**src/rtl/paint_brush.sv**
```systemverilog
// Paint brush stroke engine: decodes button press edges into pen/brush/erase
// changes and walks an NxN square brush over a framebuffer write port.
module paint_brush #(
  parameter int COORD_W   = 6,
  parameter int COLOR_W   = 8,
  parameter int MAX_BRUSH = 4
) (
  input  logic               clk,
  input  logic               rst,
  input  logic               init,
  input  logic [2:0]         in_button,
  input  logic [COORD_W-1:0] in_x,
  input  logic [COORD_W-1:0] in_y,
  input  logic               wr_ready,
  output logic [COORD_W-1:0] out_x,
  output logic [COORD_W-1:0] out_y,
  output logic [COLOR_W-1:0] px_data,
  output logic               paint,
  output logic               busy,
  output logic               done,
  output logic [COLOR_W-1:0] color,
  output logic [3:0]         brush,
  output logic               erase
);

  localparam int CW1 = COORD_W + 1;

  localparam logic [2:0] BTN_NONE   = 3'b000;
  localparam logic [2:0] BTN_ERASE  = 3'b001;
  localparam logic [2:0] BTN_STROKE = 3'b010;
  localparam logic [2:0] BTN_BRUSH  = 3'b011;
  localparam logic [2:0] BTN_COLOR  = 3'b100;

  localparam logic [COLOR_W-1:0] COLOR_ONE = 1;
  localparam logic [3:0]         BRUSH_MAX = 4'(MAX_BRUSH);
  localparam logic [3:0]         ONE4      = 4'd1;

  typedef enum logic [1:0] {
    S_IDLE   = 2'd0,
    S_STROKE = 2'd1,
    S_FINISH = 2'd2
  } state_t;

  state_t r_state;
  state_t w_next;

  logic [2:0]         r_prev_btn;
  logic [COORD_W-1:0] r_ox;
  logic [COORD_W-1:0] r_oy;
  logic [3:0]         r_n;
  logic [3:0]         r_dx;
  logic [3:0]         r_dy;
  logic [COORD_W-1:0] r_out_x;
  logic [COORD_W-1:0] r_out_y;
  logic [COLOR_W-1:0] r_px;
  logic               r_paint;
  logic [COLOR_W-1:0] r_color;
  logic [3:0]         r_brush;
  logic               r_erase;

  logic           w_press;
  logic           w_accept;
  logic           w_cmd_stroke;
  logic           w_advance;
  logic           w_row_end;
  logic           w_last;
  logic [3:0]     w_ndx;
  logic [3:0]     w_ndy;
  logic [CW1-1:0] w_sum_x;
  logic [CW1-1:0] w_sum_y;
  logic           w_in_range;

  // A press is a nonzero code following a released (000) cycle; holding a
  // button never re-triggers, including across the return to IDLE.
  assign w_press      = (in_button != BTN_NONE) && (r_prev_btn == BTN_NONE);
  assign w_accept     = w_press && init && (r_state == S_IDLE);
  assign w_cmd_stroke = w_accept && (in_button == BTN_STROKE);

  // Skip cycles (paint=0) advance unconditionally; writes wait for wr_ready.
  assign w_advance = (r_state == S_STROKE) && (!r_paint || wr_ready);
  assign w_row_end = (r_dx == r_n - ONE4);
  assign w_last    = w_row_end && (r_dy == r_n - ONE4);
  assign w_ndx     = w_row_end ? 4'd0 : r_dx + ONE4;
  assign w_ndy     = w_row_end ? r_dy + ONE4 : r_dy;

  // One extra bit catches pixels past the canvas edge instead of wrapping.
  assign w_sum_x    = CW1'(r_ox) + CW1'(w_ndx);
  assign w_sum_y    = CW1'(r_oy) + CW1'(w_ndy);
  assign w_in_range = !w_sum_x[COORD_W] && !w_sum_y[COORD_W];

  always_ff @(posedge clk) begin
    if (rst) r_state <= S_IDLE;
    else     r_state <= w_next;
  end

  always_comb begin
    w_next = r_state;
    case (r_state)
      S_IDLE:   if (w_cmd_stroke) w_next = S_STROKE;
      S_STROKE: if (w_advance && w_last) w_next = S_FINISH;
      S_FINISH: w_next = S_IDLE;
      default:  w_next = S_IDLE;
    endcase
  end

  always_ff @(posedge clk) begin
    if (rst) begin
      r_prev_btn <= BTN_NONE;
      r_ox       <= '0;
      r_oy       <= '0;
      r_n        <= ONE4;
      r_dx       <= '0;
      r_dy       <= '0;
      r_out_x    <= '0;
      r_out_y    <= '0;
      r_px       <= '0;
      r_paint    <= 1'b0;
      r_color    <= COLOR_ONE;
      r_brush    <= ONE4;
      r_erase    <= 1'b0;
    end else begin
      r_prev_btn <= in_button;
      if (w_accept) begin
        case (in_button)
          BTN_COLOR: r_color <= (r_color == '1) ? COLOR_ONE : r_color + COLOR_ONE;
          BTN_BRUSH: r_brush <= (r_brush >= BRUSH_MAX) ? ONE4 : r_brush + ONE4;
          BTN_ERASE: r_erase <= ~r_erase;
          BTN_STROKE: begin
            // Offset (0,0) is always on canvas, so the first request is
            // loaded directly from the cursor on the accept edge.
            r_ox    <= in_x;
            r_oy    <= in_y;
            r_n     <= r_brush;
            r_dx    <= '0;
            r_dy    <= '0;
            r_out_x <= in_x;
            r_out_y <= in_y;
            r_px    <= r_erase ? '0 : r_color;
            r_paint <= 1'b1;
          end
          default: ;
        endcase
      end else if (w_advance) begin
        if (w_last) begin
          r_paint <= 1'b0;
        end else begin
          r_dx    <= w_ndx;
          r_dy    <= w_ndy;
          r_paint <= w_in_range;
          if (w_in_range) begin
            r_out_x <= w_sum_x[COORD_W-1:0];
            r_out_y <= w_sum_y[COORD_W-1:0];
          end
        end
      end
    end
  end

  assign out_x   = r_out_x;
  assign out_y   = r_out_y;
  assign px_data = r_px;
  assign paint   = r_paint;
  assign busy    = (r_state == S_STROKE);
  assign done    = (r_state == S_FINISH);
  assign color   = r_color;
  assign brush   = r_brush;
  assign erase   = r_erase;

endmodule

```
**config.mk**
```make
export PLATFORM = sky130hd
export DESIGN_NAME = paint_brush
export DESIGN_NICKNAME = d
export VERILOG_FILES = /design/src/rtl/paint_brush.sv
export SDC_FILE = /design/constraint.sdc
export NUM_CORES = 1
export LEC_CHECK = 0
export CAP_MARGIN = 20
export CORE_MARGIN = 5
export CORE_UTILIZATION = 50
export CTS_BUF_LIST = sky130_fd_sc_hd__clkbuf_4 sky130_fd_sc_hd__clkbuf_8 sky130_fd_sc_hd__clkbuf_16
export CTS_CLUSTER_DIAMETER = 150
export CTS_CLUSTER_SIZE = 16
export DETAILED_ROUTE_END_ITERATION = 10
export PLACE_DENSITY = 0.75
export SLEW_MARGIN = 10
export SYNTH_ARGS = -nofsm -noshare
export SYNTH_HDL_FRONTEND = slang
export SYNTH_SLANG_ARGS = --single-unit
```
**constraint.sdc**
```tcl
create_clock -name clk -period 5.7 [get_ports clk]
set_clock_uncertainty 0.2 [all_clocks]
set_input_delay 0.57 -clock clk [delete_from_list [all_inputs] [get_ports clk]]
set_output_delay 0.57 -clock clk [all_outputs]
set_load 0.02 [all_outputs]
```
* Word-level counts from Yosys, hierarchy flattened
Index checks and enable logic that the tools add are counted.
Storage, ports and cells: register bits after elaboration 63, bits in latches 0, bits in writable memories 0, ROM bits 0, output and inout bits 36, logic and storage cells 90, memories kept 0
Cells by class: add/subtract/negate cells 7, multiply operators 0, div/mod/pow operators 0, order comparisons 1, eq/ne operators 13, shifts and indexed selects 0, multiplexer cells 29, bitwise gates (word level) 1, reductions and logical operators 25
Operator list (number):
- 2-to-1 mux 6 bit | 10
- 2-to-1 mux 4 bit | 10
- 2-to-1 mux 8 bit | 2
- adder 6 x 4 -> 7 bit | 2
- adder 4 x 1 -> 4 bit (second input constant) | 3
- AND reduction 2 bit | 6
- adder 8 x 1 -> 8 bit (second input constant) | 1
- equality test 4 bit | 2
- equality test 8 bit (second input constant) | 1
- logical AND 1 bit | 8
- equality test 3 x 2 -> 1 bit (second input constant) | 2
- >= comparator 4 x 3 -> 1 bit (second input constant) | 1
- 2-to-1 mux 1 bit | 4
- 2-to-1 mux 2 bit | 2
- != test 2 x 1 -> 1 bit (second input constant) | 2
- != test 2 bit (second input constant) | 2
- case mux 2 bit (2 select lines) | 1
- AND reduction 4 bit | 1
- nonzero test 2 bit | 2
- subtractor 4 x 1 -> 4 bit (second input constant) | 1
- equality test 3 x 1 -> 1 bit (second input constant) | 1
- equality test 3 bit (second input constant) | 1
- zero test 1 bit | 3
- zero test 3 bit | 1
- 7 further kinds | 7

* Depth between registers and ports, before layout
depth after elaboration 10, depth in mapped cells 15

* Worst setup path after synthesis
OpenSTA, ideal clock, no wires.
path kind register to register, from register r_n[0], to register r_out_x[4], in the netlist out_x[4], data arrival time 3.395 ns, data required time 5.409 ns, slack 2.014 ns, cell stages (with the launch flop) 13, path buffers 0, cells stage by stage dfxtp_1 -> inv_1 -> ha_1 -> xnor2_1 -> nor3_4 -> and2_1 -> mux2_2 -> fa_1 -> a21o_1 -> a21o_1 -> a311oi_2 -> a211oi_1 -> a311oi_1
Between the ends: cells in the longest elaborated chain, start to end 8, elaborated cells between the ends (all ways) 18, those cells by class 3 x add/sub; 3 x eq/ne; 6 x mux; 6 x reduce/logical
RTL lines:
- start, declared | RTL line 50 | logic [3:0] r_n;
- start signal, assigned | RTL line 133 | r_n <= r_brush;
- subtractor 4 x 1 -> 4 bit (*) | RTL line 81, 82
- equality test 4 bit | RTL line 81 | assign w_row_end = (r_dx == r_n - ONE4);
- 2-to-1 mux 4 bit (on tied branches) | RTL line 83, 84
- adder 6 x 4 -> 7 bit (on tied branches) | RTL line 87, 88
- 2-to-1 mux 6 bit or zero test 1 bit (tied branches) | RTL line 150, 89
- 2-to-1 mux 6 bit or logical AND 1 bit (tied branches) | RTL line 144, 89
- 2-to-1 mux 6 bit or nonzero test 2 bit (tied branches)
- 2-to-1 mux 6 bit or AND reduction 4 bit (tied branches)
- end signal, assigned | RTL line 136 | r_out_x <= in_x;
- end signal, assigned | RTL line 151 | r_out_x <= w_sum_x[COORD_W-1:0];
- end, declared | RTL line 53 | logic [COORD_W-1:0] r_out_x;
Mark *: on every way between the ends. The rest lies on a longest branch, timed or not. The select of a mux whose other input is x is not followed. A chain may end at the register's enable or synchronous reset.

* Worst setup path after layout
from register r_n[0], to register r_out_y[2], in the netlist out_y[2]
Between the ends: cells in the longest elaborated chain, start to end 8, elaborated cells between the ends (all ways) 18, those cells by class 3 x add/sub; 3 x eq/ne; 6 x mux; 6 x reduce/logical
RTL lines:
- subtractor 4 x 1 -> 4 bit (*) | RTL line 81, 82
- equality test 4 bit | RTL line 81
- 2-to-1 mux 4 bit (on tied branches) | RTL line 84, 83
- adder 6 x 4 -> 7 bit (on tied branches) | RTL line 88, 87
- 2-to-1 mux 6 bit or zero test 1 bit (tied branches) | RTL line 150, 89
- 2-to-1 mux 6 bit or logical AND 1 bit (tied branches) | RTL line 144, 89
- 2-to-1 mux 6 bit or nonzero test 2 bit (tied branches)
- 2-to-1 mux 6 bit or AND reduction 4 bit (tied branches)
- end signal, assigned | RTL line 137 | r_out_y <= in_y;
- end signal, assigned | RTL line 152 | r_out_y <= w_sum_y[COORD_W-1:0];
- end, declared | RTL line 54 | logic [COORD_W-1:0] r_out_y;
Marks and branches as above.

==> results.toml <==
[critical_path]
cpPeakStageDelay_ns = 0.67
path_max_fanout = 11
path_cells = "inv_1 -> ha_1 -> xnor2_1 -> nor3_4 -> and2_1 -> mux2_2 -> fa_1 -> a21o_1 -> a21o_1 -> a311oi_2 -> a21oi_4 -> mux2i_1"
arrival_ns = 4.41
r2r_slack_ns = 1.32
required_ns = 5.72
r2r-end = "out_y[2]"
cpLargestDelayFamily = "compound AO/OA/AOI/OAI gates"
r2r_cells = 12
cp-end-kind = "flop"
crit_buf_inv = 1
slowest_stage = "a311oi_2"
worst-setup-path-type = "flop to flop"
critPathLaunchType = "flop"
reg2reg_from = "r_n[0]"
critPathMostFrequentCell = "a21o_1"

[pwr]
leakage_nw = 1.640
vdd_drop_max_v = 0.0001770
powerDensity_nw_per_um2 = 225.0

[yosys]
ys.flop_type = "dfxtp_1"
synth_cell_types = 59
postSynthCellCount = 382
synthesis.nets = 416
synth-edff-count = 0
async_flop_share_pct = 0
ys_seq_elements = 63
synth.yosys.warnings = 0
synthesis.area_um2 = 3390
synth.avg_cell_area_um2 = 8.873
yosysSeqAreaShare_pct = 37.21

[sta]
drv_slew = 0
max-slew-margin-rel_pct = 33.37
worst-slew-pin-transition_ns = 0.9967
setup_tns_ns = 0
layout_min_cycle_time_ns = 4.383
setup_viol = 0
rsz0062_at_grt = "false"
fin_crit_sh_pct = 76.89
hold_violations = 0
fmaxAchievable_mhz = 228.2

[clock_tree]
hold_buffers = 0
clk_path_buf_depth = 2
clk_pin_slew_ns = 0.07
post_cts_buffers = 0
cts_resized = 0
tritoncts = "built"
cts-root-buf = "clkbuf_8"
clkSinkCount = 63
clk_latency_ns = 0.35
htreeDepth = 3
cts_buffers = 9

[placement]
numPortBuffers = 54
dp.cells = 502
dpl.hpwl_um = 5918
gp_congestion = 0.8509

[floorplanning]
fp.coreArea_um2 = 6681
start_util_pct = 50.73
pin_count = 55
rows = 30
fp.dieW_um = 92.34
dieHeight_um = 92.34
dieArea_um2 = 8526

[drt]
wl_per_cell_um = 16.68
routed_wl_um = 8625
drc_errors = 0
drt-initial-drc-count = 180
ant_nets = 0
firstDrtPassIters = 4
viasPerCell = 5.785
vias = 2991

[flow_run]
cap_violations = 0

[final_layout]
instances_no_fill = 517
antenna_cells = 0
area_growth_pct = 23.22
finish.net_count = 467
final_layout_size_suffix_gt1_share_pct = 8.696

[global_route]
grt_max_degree = 47
track_usage_pct = 21.38
gr-usage-met3_pct = 4.793
grt-busiest-layer = "met2"
gr-usage-met2_pct = 34.08
overflow = 0
grtUsageMet1_pct = 27.65
grt_pass1_vias = 2958
antenna_found_initial = 0
grt_first_pass_wirelength_um = 14520

[status]
outcome = "completed"

[worst_hold_path]
hold_start = "px_data[6]"
whs_path_depth = 2
hold-path-endpoint = "px_data[6]"
holdCritPathClass = "flop to flop"
sequential cells by signal, summed over array words and instances, names as in the netlist:
signal / count
brush: 4
color: 8
erase: 1
out_x: 6
out_y: 6
paint: 1
px_data: 8
r_dx: 4
r_dy: 4
r_n: 4
r_ox: 6
r_oy: 6
r_prev_btn: 3
r_state: 2
cell families after synthesis:
kind of cell | count (synthesis) | share of synthesized area (%)
DFF | 63 | 37.21
buffers and inverters | 30 | 3.728
xor gates and xnor gates | 24 | 7.087
AOI/OAI and AO/OA | 85 | 17.46
muxes | 16 | 5.131
adders and majority gates | 15 | 5.980
and+or+nand+nor | 149 | 23.40
worst register-to-register path, delay by kind of cell (launching register included):
kind / cells / cell delay (ns)
and+or+nand+nor: 2 / 0.70
DFF: 1 / 0.41
buffers and inverters: 1 / 0.10
muxes: 2 / 0.61
adders and majority gates: 2 / 0.78
xor gates and xnor gates: 1 / 0.17
AOI/OAI and AO/OA: 4 / 1.29
placed cells by master, fill, tap and decap left out, drive strengths merged, types with 3 or more instances in the layout:
cell type / n
nor2b: 16
mux2: 8
o211ai: 8
and4: 3
ha: 13
o21ai: 10
clkbuf: 12
a21o: 4
or3: 5
nand3: 12
nor2: 20
clkdlybuf4s50: 54
nand2: 58
inv: 12
a31oi: 3
nand3b: 6
xnor2: 16
a21oi: 32
buf: 3
nor4: 4
nor3: 8
dfxtp: 63
mux2i: 8
a211oi: 5
and2: 3
xor2: 6
nand4: 3
and3: 7
metrics by stage:
stage	hold slack (ns)	power (mW)	util [%]	area (um2)	worst slack (ns)
detailed placement	0.2441	0.5442	59.49	3975	1.386
CTS	0.2587	0.9423	62.51	4177	1.351
floorplan	0.2406	0.5124	-	3390	2.014
global route	0.2767	0.9699	62.51	4177	1.089
finish	0.2543	0.9396	62.51	4177	1.317
global placement	0.2394	0.5429	59.49	3975	1.507
area by class of cell:
| class | count | area [um2] |
|---|---|---|
| clock buffer | 12 | 158.9 |
| clock inverter | 3 | 42.54 |
| fill | 559 | 2505 |
| inverter | 13 | 48.80 |
| multi-input combinational | 289 | 2002 |
| sequential | 63 | 1261 |
| tap | 80 | 100.1 |
| timing repair buffer | 57 | 563.0 |
metal layers:
metal | up-vias | routed length, um
li1 | 1458 | -
met2 | 104 | 4035
met1 | 1414 | 3711
met3 | 15 | 676
met5 | - | 0
met4 | 0 | 201
cells in the mapped netlist (3+ instances only):
cell type   n  area share (%)
a211oi_1    5             1.1
a21o_1      4            0.89
a21oi_1    30             4.4
a31oi_1     3            0.55
and2_1      3            0.55
and3_1      7             1.3
clkbuf_1   13             1.4
dfxtp_1    63              37
ha_1       13             4.8
inv_1      12             1.3
mux2_2      7             2.3
mux2i_1     8             2.4
nand2_1    58             6.4
nand3_1    12             1.8
nand3b_1    6             1.3
nor2_1     20             2.2
nor2b_1    15             2.8
nor3_1      5            0.74
nor4_1      4            0.74
o211ai_1    8             1.8
o21ai_0     7             1.0
o21ai_1     3            0.44
or3_1       5            0.92
xnor2_1    16             4.1
xor2_1      6             1.6
power breakdown:
group / switching (mW) / internal [mW] / leakage [nW]
combinational: 0.0504 / 0.0347 / 1.03
clock: 0.177 / 0.228 / 0.102
sequential: 0.00475 / 0.445 / 0.509
total: 0.232 / 0.707 / 1.64
worst max-delay path by stage:
stage	cells past startpoint	end	startpoint	slack, ns
detailed placement	12	out_y[3]	r_n[0]	1.39
CTS	12	out_y[4]	r_n[0]	1.35
finish	12	out_y[2]	r_n[0]	1.32
global placement	12	out_x[5]	r_n[0]	1.51
global route	12	out_x[4]	r_n[0]	1.09
floorplan	12	out_x[4]	r_n[0]	2.01
(Power assumes the default switching activity.)
